==> config.mk <==
export PLATFORM = sky130hd
export DESIGN_NAME = sprite_draw_scheduler
export DESIGN_NICKNAME = d
export VERILOG_FILES = /design/src/rtl/sprite_draw_scheduler_pkg.sv /design/src/rtl/sprite_pixel_mux.sv /design/src/rtl/sprite_draw_scheduler.sv
export SDC_FILE = /design/constraint.sdc
export NUM_CORES = 1
export LEC_CHECK = 0
export ABC_AREA = 1
export BUFFER_PORTS_ARGS = -buffer_cell sky130_fd_sc_hd__buf_2
export CAP_MARGIN = 5
export CORE_MARGIN = 8
export CORE_UTILIZATION = 44
export DETAILED_ROUTE_END_ITERATION = 10
export PLACE_DENSITY = 0.77
export SKIP_LAST_GASP = 1
export SYNTH_ARGS = -nofsm -noshare
export SYNTH_HDL_FRONTEND = slang
export SYNTH_SLANG_ARGS = --single-unit
==> constraint.sdc <==
create_clock -name clk -period 1.9 [get_ports clk]
set_clock_uncertainty 0.1 [all_clocks]
set_input_delay 0.095 -clock clk [delete_from_list [all_inputs] [get_ports clk]]
set_output_delay 0.095 -clock clk [all_outputs]
set_load 0.02 [all_outputs]
==> src/rtl/sprite_draw_scheduler_pkg.sv <==
// rtl/sprite_draw_scheduler_pkg.sv - shared types and widths for the sprite draw scheduler
// Purpose: FSM state encoding, VGA plot port widths and a small constant helper.
// Ports: none (package).
package sprite_draw_scheduler_pkg;

  localparam int X_W      = 9;
  localparam int Y_W      = 8;
  localparam int COLOUR_W = 3;

  typedef enum logic [2:0] {
    ST_IDLE      = 3'd0,
    ST_DRAW      = 3'd1,
    ST_DRAW_GAP  = 3'd2,
    ST_HOLD      = 3'd3,
    ST_ERASE     = 3'd4,
    ST_ERASE_GAP = 3'd5
  } state_e;

  function automatic int max3(input int a, input int b, input int c);
    int m;
    m = a;
    if (b > m) m = b;
    if (c > m) m = c;
    return m;
  endfunction

endpackage

==> src/rtl/sprite_pixel_mux.sv <==
// rtl/sprite_pixel_mux.sv - combinational select of one sprite's x/y/colour slice
// Purpose: picks sprite idx out of the packed per-sprite coordinate/colour buses.
// Ports:
//   idx        in   index of the sprite to forward
//   spr_x/y/colour in packed per-sprite buses, sprite i in slice i
//   x/y/colour out  selected slice (0 when idx is out of range)
module sprite_pixel_mux
  import sprite_draw_scheduler_pkg::*;
#(
  parameter int NUM_SPRITES = 4,
  parameter int IDX_W       = 2
) (
  input  logic [IDX_W-1:0]                idx,
  input  logic [X_W*NUM_SPRITES-1:0]      spr_x,
  input  logic [Y_W*NUM_SPRITES-1:0]      spr_y,
  input  logic [COLOUR_W*NUM_SPRITES-1:0] spr_colour,
  output logic [X_W-1:0]                  x,
  output logic [Y_W-1:0]                  y,
  output logic [COLOUR_W-1:0]             colour
);

  always_comb begin
    x      = '0;
    y      = '0;
    colour = '0;
    for (int i = 0; i < NUM_SPRITES; i++) begin
      if (idx == IDX_W'(i)) begin
        x      = spr_x[i*X_W +: X_W];
        y      = spr_y[i*Y_W +: Y_W];
        colour = spr_colour[i*COLOUR_W +: COLOUR_W];
      end
    end
  end

endmodule

==> src/rtl/sprite_draw_scheduler.sv <==
// rtl/sprite_draw_scheduler.sv - frame pacer driving draw/erase requests to sprite drawers
// Purpose: draws every sprite in turn (waiting for finish or a timeout), holds the frame,
//   erases every sprite for a fixed time, then repeats while enable is high. The active
//   sprite's x/y/colour is registered onto the single VGA plot port.
// Ports:
//   clk, reset          clock, asynchronous active-low reset
//   enable              run frames; dropping it lets the current frame finish, then idles
//   finish, collision   per-sprite draw-complete pulse and collision level
//   spr_x/y/colour      packed per-sprite position and colour
//   draw_signal, erase_signal  one-hot request levels
//   vga_x/y/colour, plot       registered plot port
//   hit_mask            sticky collision flags, cleared when a draw pass starts
//   frame_done          one-cycle pulse at the end of each erase pass
module sprite_draw_scheduler
  import sprite_draw_scheduler_pkg::*;
#(
  parameter int NUM_SPRITES  = 4,
  parameter int FRAME_TICKS  = 833333,
  parameter int ERASE_CYCLES = 44,
  parameter int DRAW_TIMEOUT = 64
) (
  input  logic                            clk,
  input  logic                            reset,
  input  logic                            enable,
  input  logic [NUM_SPRITES-1:0]          finish,
  input  logic [NUM_SPRITES-1:0]          collision,
  input  logic [X_W*NUM_SPRITES-1:0]      spr_x,
  input  logic [Y_W*NUM_SPRITES-1:0]      spr_y,
  input  logic [COLOUR_W*NUM_SPRITES-1:0] spr_colour,
  output logic [NUM_SPRITES-1:0]          draw_signal,
  output logic [NUM_SPRITES-1:0]          erase_signal,
  output logic [X_W-1:0]                  vga_x,
  output logic [Y_W-1:0]                  vga_y,
  output logic [COLOUR_W-1:0]             vga_colour,
  output logic                            plot,
  output logic [NUM_SPRITES-1:0]          hit_mask,
  output logic                            frame_done
);

  localparam int CNT_W = $clog2(max3(FRAME_TICKS, ERASE_CYCLES, DRAW_TIMEOUT) + 1);
  localparam int IDX_W = (NUM_SPRITES > 1) ? $clog2(NUM_SPRITES) : 1;

  localparam logic [CNT_W-1:0] DRAW_LAST  = CNT_W'(DRAW_TIMEOUT - 1);
  localparam logic [CNT_W-1:0] HOLD_LAST  = CNT_W'(FRAME_TICKS - 1);
  localparam logic [CNT_W-1:0] ERASE_LAST = CNT_W'(ERASE_CYCLES - 1);
  localparam logic [IDX_W-1:0] IDX_LAST   = IDX_W'(NUM_SPRITES - 1);

  state_e                  state_q, state_d;
  logic [IDX_W-1:0]        idx_q, idx_d;
  logic [CNT_W-1:0]        cnt_q, cnt_d;
  logic [NUM_SPRITES-1:0]  hit_mask_q, hit_mask_d;
  logic [X_W-1:0]          vga_x_q, vga_x_d;
  logic [Y_W-1:0]          vga_y_q, vga_y_d;
  logic [COLOUR_W-1:0]     vga_colour_q, vga_colour_d;
  logic                    plot_q, plot_d;
  logic                    last_sprite;
  logic                    draw_pass_start;

  sprite_pixel_mux #(
    .NUM_SPRITES (NUM_SPRITES),
    .IDX_W       (IDX_W)
  ) u_pixel_mux (
    .idx        (idx_q),
    .spr_x      (spr_x),
    .spr_y      (spr_y),
    .spr_colour (spr_colour),
    .x          (vga_x_d),
    .y          (vga_y_d),
    .colour     (vga_colour_d)
  );

  assign last_sprite     = (idx_q == IDX_LAST);
  assign draw_pass_start = (state_q == ST_DRAW) && (idx_q == '0) && (cnt_q == '0);

  always_comb begin
    state_d    = state_q;
    idx_d      = idx_q;
    frame_done = 1'b0;
    case (state_q)
      ST_IDLE: begin
        if (enable) begin
          state_d = ST_DRAW;
          idx_d   = '0;
        end
      end
      ST_DRAW: begin
        // A finish coinciding with the timeout count is just a normal exit.
        if (finish[idx_q] || (cnt_q == DRAW_LAST)) state_d = ST_DRAW_GAP;
      end
      ST_DRAW_GAP: begin
        if (last_sprite) begin
          idx_d   = '0;
          state_d = ST_HOLD;
        end else begin
          idx_d   = idx_q + IDX_W'(1);
          state_d = ST_DRAW;
        end
      end
      ST_HOLD: begin
        if (cnt_q == HOLD_LAST) state_d = ST_ERASE;
      end
      ST_ERASE: begin
        if (cnt_q == ERASE_LAST) state_d = ST_ERASE_GAP;
      end
      ST_ERASE_GAP: begin
        if (last_sprite) begin
          idx_d      = '0;
          frame_done = 1'b1;
          state_d    = enable ? ST_DRAW : ST_IDLE;
        end else begin
          idx_d   = idx_q + IDX_W'(1);
          state_d = ST_ERASE;
        end
      end
      default: begin
        state_d = ST_IDLE;
        idx_d   = '0;
      end
    endcase

    // Every state starts counting from zero; IDLE never needs the counter.
    if ((state_d != state_q) || (state_q == ST_IDLE)) cnt_d = '0;
    else                                                cnt_d = cnt_q + CNT_W'(1);

    // Clear-then-accumulate keeps a collision that lands on the clearing cycle.
    hit_mask_d = draw_pass_start ? collision : (hit_mask_q | collision);

    // plot follows the registered mux, so it reflects the previous cycle's state.
    plot_d = (state_q == ST_DRAW) || (state_q == ST_ERASE);
  end

  always_comb begin
    draw_signal  = '0;
    erase_signal = '0;
    for (int i = 0; i < NUM_SPRITES; i++) begin
      draw_signal[i]  = (state_q == ST_DRAW)  && (idx_q == IDX_W'(i));
      erase_signal[i] = (state_q == ST_ERASE) && (idx_q == IDX_W'(i));
    end
  end

  always_ff @(posedge clk or negedge reset) begin
    if (!reset) begin
      state_q      <= ST_IDLE;
      idx_q        <= '0;
      cnt_q        <= '0;
      hit_mask_q   <= '0;
      vga_x_q      <= '0;
      vga_y_q      <= '0;
      vga_colour_q <= '0;
      plot_q       <= 1'b0;
    end else begin
      state_q      <= state_d;
      idx_q        <= idx_d;
      cnt_q        <= cnt_d;
      hit_mask_q   <= hit_mask_d;
      vga_x_q      <= vga_x_d;
      vga_y_q      <= vga_y_d;
      vga_colour_q <= vga_colour_d;
      plot_q       <= plot_d;
    end
  end

  assign vga_x      = vga_x_q;
  assign vga_y      = vga_y_q;
  assign vga_colour = vga_colour_q;
  assign plot       = plot_q;
  assign hit_mask   = hit_mask_q;

endmodule

==> results.sh <==
export IMPL_startpoint_type="flip-flop"
export IMPL_dieHeight_um=98.7
export IMPL_finalCritPeriodShare_pct=104
export IMPL_final_common_cell="buf_2"
export IMPL_crit_slowest_cell="dfrtp_2"
export IMPL_powerDensity_nw_per_um2=434
export IMPL_setup_slack_ps=-79.5
export IMPL_multi_input_area_sq_um=1690
export IMPL_seq_area_sq_um=1260
export IMPL_path_max_fanout=9
export IMPL_grt_overflow_total=0
export IMPL_start_util_pct=44.8
export IMPL_avgSynthCellArea_sq_um=8.25
export IMPL_status="complete, but fails checks"
export IMPL_crit_path_frequent_cell="nand2_2"
export IMPL_io_pins=125
export IMPL_grt_max_degree=34
export IMPL_htreeDepth=2
export IMPL_finalMaxSlewViolations=0
export IMPL_clk_latency_ps=300
export IMPL_critPathBufInv=2
export IMPL_p_leak_nw=2.17
export IMPL_finalPower_mw=2.01
export IMPL_rsz0062_at_grt="yes"
export IMPL_synth_cell_types=35
export IMPL_wire_per_inst_um=16.9
export IMPL_dr_pass1_iters=5
export IMPL_clock_sinks=50
export IMPL_synth_nets=462
export IMPL_yosysWarnings=0
export IMPL_max_stage_delay_ps=450
export IMPL_synth_seq_cells=50
export IMPL_place_congestion=0.928
export IMPL_synth_area_sq_um=3010
export IMPL_ant_nets=0
export IMPL_num_rows=30
export IMPL_drc=0
export IMPL_grt_usage_pct=21.7
export IMPL_n_antenna_cell=0
export IMPL_cts_max_path_buffers=2
export IMPL_hold_viol=0
export IMPL_die_area_sq_um=9740
export IMPL_grt_pass1_vias=3722
export IMPL_core_sq_um=6720
export IMPL_fmaxAchievable_mhz=505
export IMPL_worst_pin_slew_ps=592
export IMPL_grt_pass1_wl_um=17200
export IMPL_ys_seq_area_share_pct=41.6
export IMPL_layout_min_cycle_time_ps=1980
export IMPL_nets=650
export IMPL_die_w_um=98.7
export IMPL_syn_inst=365
export IMPL_drive_above_1_share_pct=42.6
export IMPL_path_cells="inv_2 > ha_4 > nand2_2 > nor3_4 > nand3_2 > nand2_2 > nand3_2 > nand2_1 > nand2_2 > nand2_4 > buf_4 > nor2_2"
export IMPL_cts_root_buf="clkbuf_8"
export IMPL_area_growth_syn_to_layout_pct=53.7
export IMPL_setup_viol=16
export IMPL_vias=3395
export IMPL_slew_headroom_pct=60.5
export IMPL_cp_data_arrival_time_ps=2080
export IMPL_wl_um=10700
export IMPL_initialDrtViolationCount=142
export IMPL_antenna_found_initial=0
export IMPL_port_buffers=124
export IMPL_dp_slack_ps=-60.5
export IMPL_hold_class="in2reg"
export IMPL_cts_reportedPaths_clkPinSlew_ps=90
export IMPL_cap_violations=0
export IMPL_via_per_inst=5.35
export IMPL_path_class="reg2reg"
export IMPL_dp_hpwl_um=7490
export IMPL_final_cell_mix="123 x buf_2, 60 x nand2_1, 51 x nor2_1, 46 x dfrtp_1, 39 x dlygate4sd3_1"
export IMPL_required_ps=2000
export IMPL_cts_tree="built"
export IMPL_num_fill_cells=502
export IMPL_critical_path_top_delay_family="simple AND/OR/NAND/NOR gates"
export IMPL_critPathCaptureType="flip-flop"
export IMPL_violations="negative setup slack"
export IMPL_vdd_drop_max_uv=282
export IMPL_cts_buffers=5
==> path summary, 6_finish.rpt <==
path | from | end | slack [ps] | cells after the start
setup / recovery | cnt_q[0] | cnt_q[19] | -80 | 12
hold / removal | spr_y[17] | vga_y[1] | 6 | 3
setup reg to reg | cnt_q[0] | cnt_q[19] | -80 | 12
hold reg to reg | hit_mask[0] | hit_mask[0] | 390 | 1
max in group asynchronous | reset | cnt_q[0] | 930 | 3
min in group asynchronous | reset | cnt_q[13] | 210 | 2
==> per-layer routing <==
metal  up-vias  GRT usage [%]  part of all wire [%]
met3        28           7.05                   8.4
met2       166           39.4                    51
met1      1608           22.7                    37
li1       1593              -                     -
met5         -              0                     0
met4         0           7.91                   3.2
==> cells by family (layout without fill, tap and decap cells) <==
logic type      count (synthesis)  after routing  synth area share [%]
compound gates                 52             52                  13.4
xor+xnor                       18             18                  5.24
fa+ha+maj                       6              6                  2.49
buf+inv                        49            238                  6.69
flops                          50             50                  41.6
simple gates                  190            190                  30.6
==> synth_stat cells <==
master,n,area [sq um]
buf_1,2,7.51
o31ai_1,20,150
nor3_2,2,20.0
ha_1,6,75.1
clkbuf_2,1,5.00
nor3_1,4,20.0
nor2_1,54,203
nor4_1,1,6.26
nor2b_2,1,8.76
nand4_1,3,18.8
buf_6,2,22.5
a221oi_1,20,175
clkbuf_1,10,37.5
nand3_1,20,100
a21oi_1,2,10.0
nor4_2,2,25.0
xnor2_1,7,61.3
inv_2,2,7.51
clkinv_1,4,15.0
buf_2,1,5.00
inv_1,27,101
o21a_1,1,7.51
nand3_2,5,50.1
o21ai_0,2,10.0
nor2_4,2,22.5
dfrtp_1,50,1250
a21o_1,4,30.0
o21bai_1,1,7.51
o21ai_1,1,5.00
nand2_1,62,233
xor2_1,11,96.3
nand2_2,7,43.8
nand3b_1,1,7.51
nor2_2,26,163
a2bb2oi_1,1,8.76
==> timing repair <==
action | in CTS | in global routing
setup buffers | 6 | 10
gates resized for setup | 14 | 32
hold buffers | 39 | 0
hold endpoints to repair | 48 | 0
pin swaps | 7 | 19
endpoints found under the setup margin | 20 | 31
gates cloned | 1 | 0
==> flip-flops by register name, indices dropped and copies added (netlist names) <==
name and count:
vga_colour 3, cnt_q 20, hit_mask 4, vga_x 9, vga_y 8, idx_q 2
state_q 3, plot 1
==> report_power, final <==
| group | leakage, nW | internal, mW | total, mW | switching, mW |
|---|---|---|---|---|
| Sequential | 0.591 | 1.08 | 1.09 | 0.00558 |
| Clock | 0.0482 | 0.295 | 0.651 | 0.356 |
| Combinational | 1.53 | 0.149 | 0.269 | 0.120 |
| Total | 2.17 | 1.53 | 2.01 | 0.482 |
==> area by class of cell <==
| class | instances | share of cell area (%) |
|---|---|---|
| Inverter | 33 | 2.68 |
| Tap cell | 80 | 2.16 |
| Clock inverter | 1 | 0.108 |
| Sequential cell | 50 | 27.1 |
| Clock buffer | 7 | 1.87 |
| Multi-Input combinational cell | 266 | 36.5 |
| Timing Repair Buffer | 197 | 29.5 |
==> stage by stage <==
step	cells	utilization, %	hold WS [ps]	area (sq um)	TNS [ps]
6_report	634	68.9	5.84	4630	-1040
2_1_floorplan	365	-	-301	3010	0
5_1_grt	634	68.9	15.7	4630	-2610
3_3_place_gp	572	57.4	22.2	3860	0
3_5_place_dp	572	57.4	30.7	3860	-933
4_1_cts	626	66.5	0.297	4470	-31.5
==> worst min-delay path, cell delays in order <==
cell	delay (ps)
buf_2	100
nor2_1	100
o31ai_1	80
Note: power is estimated with default switching activity, not from simulation.
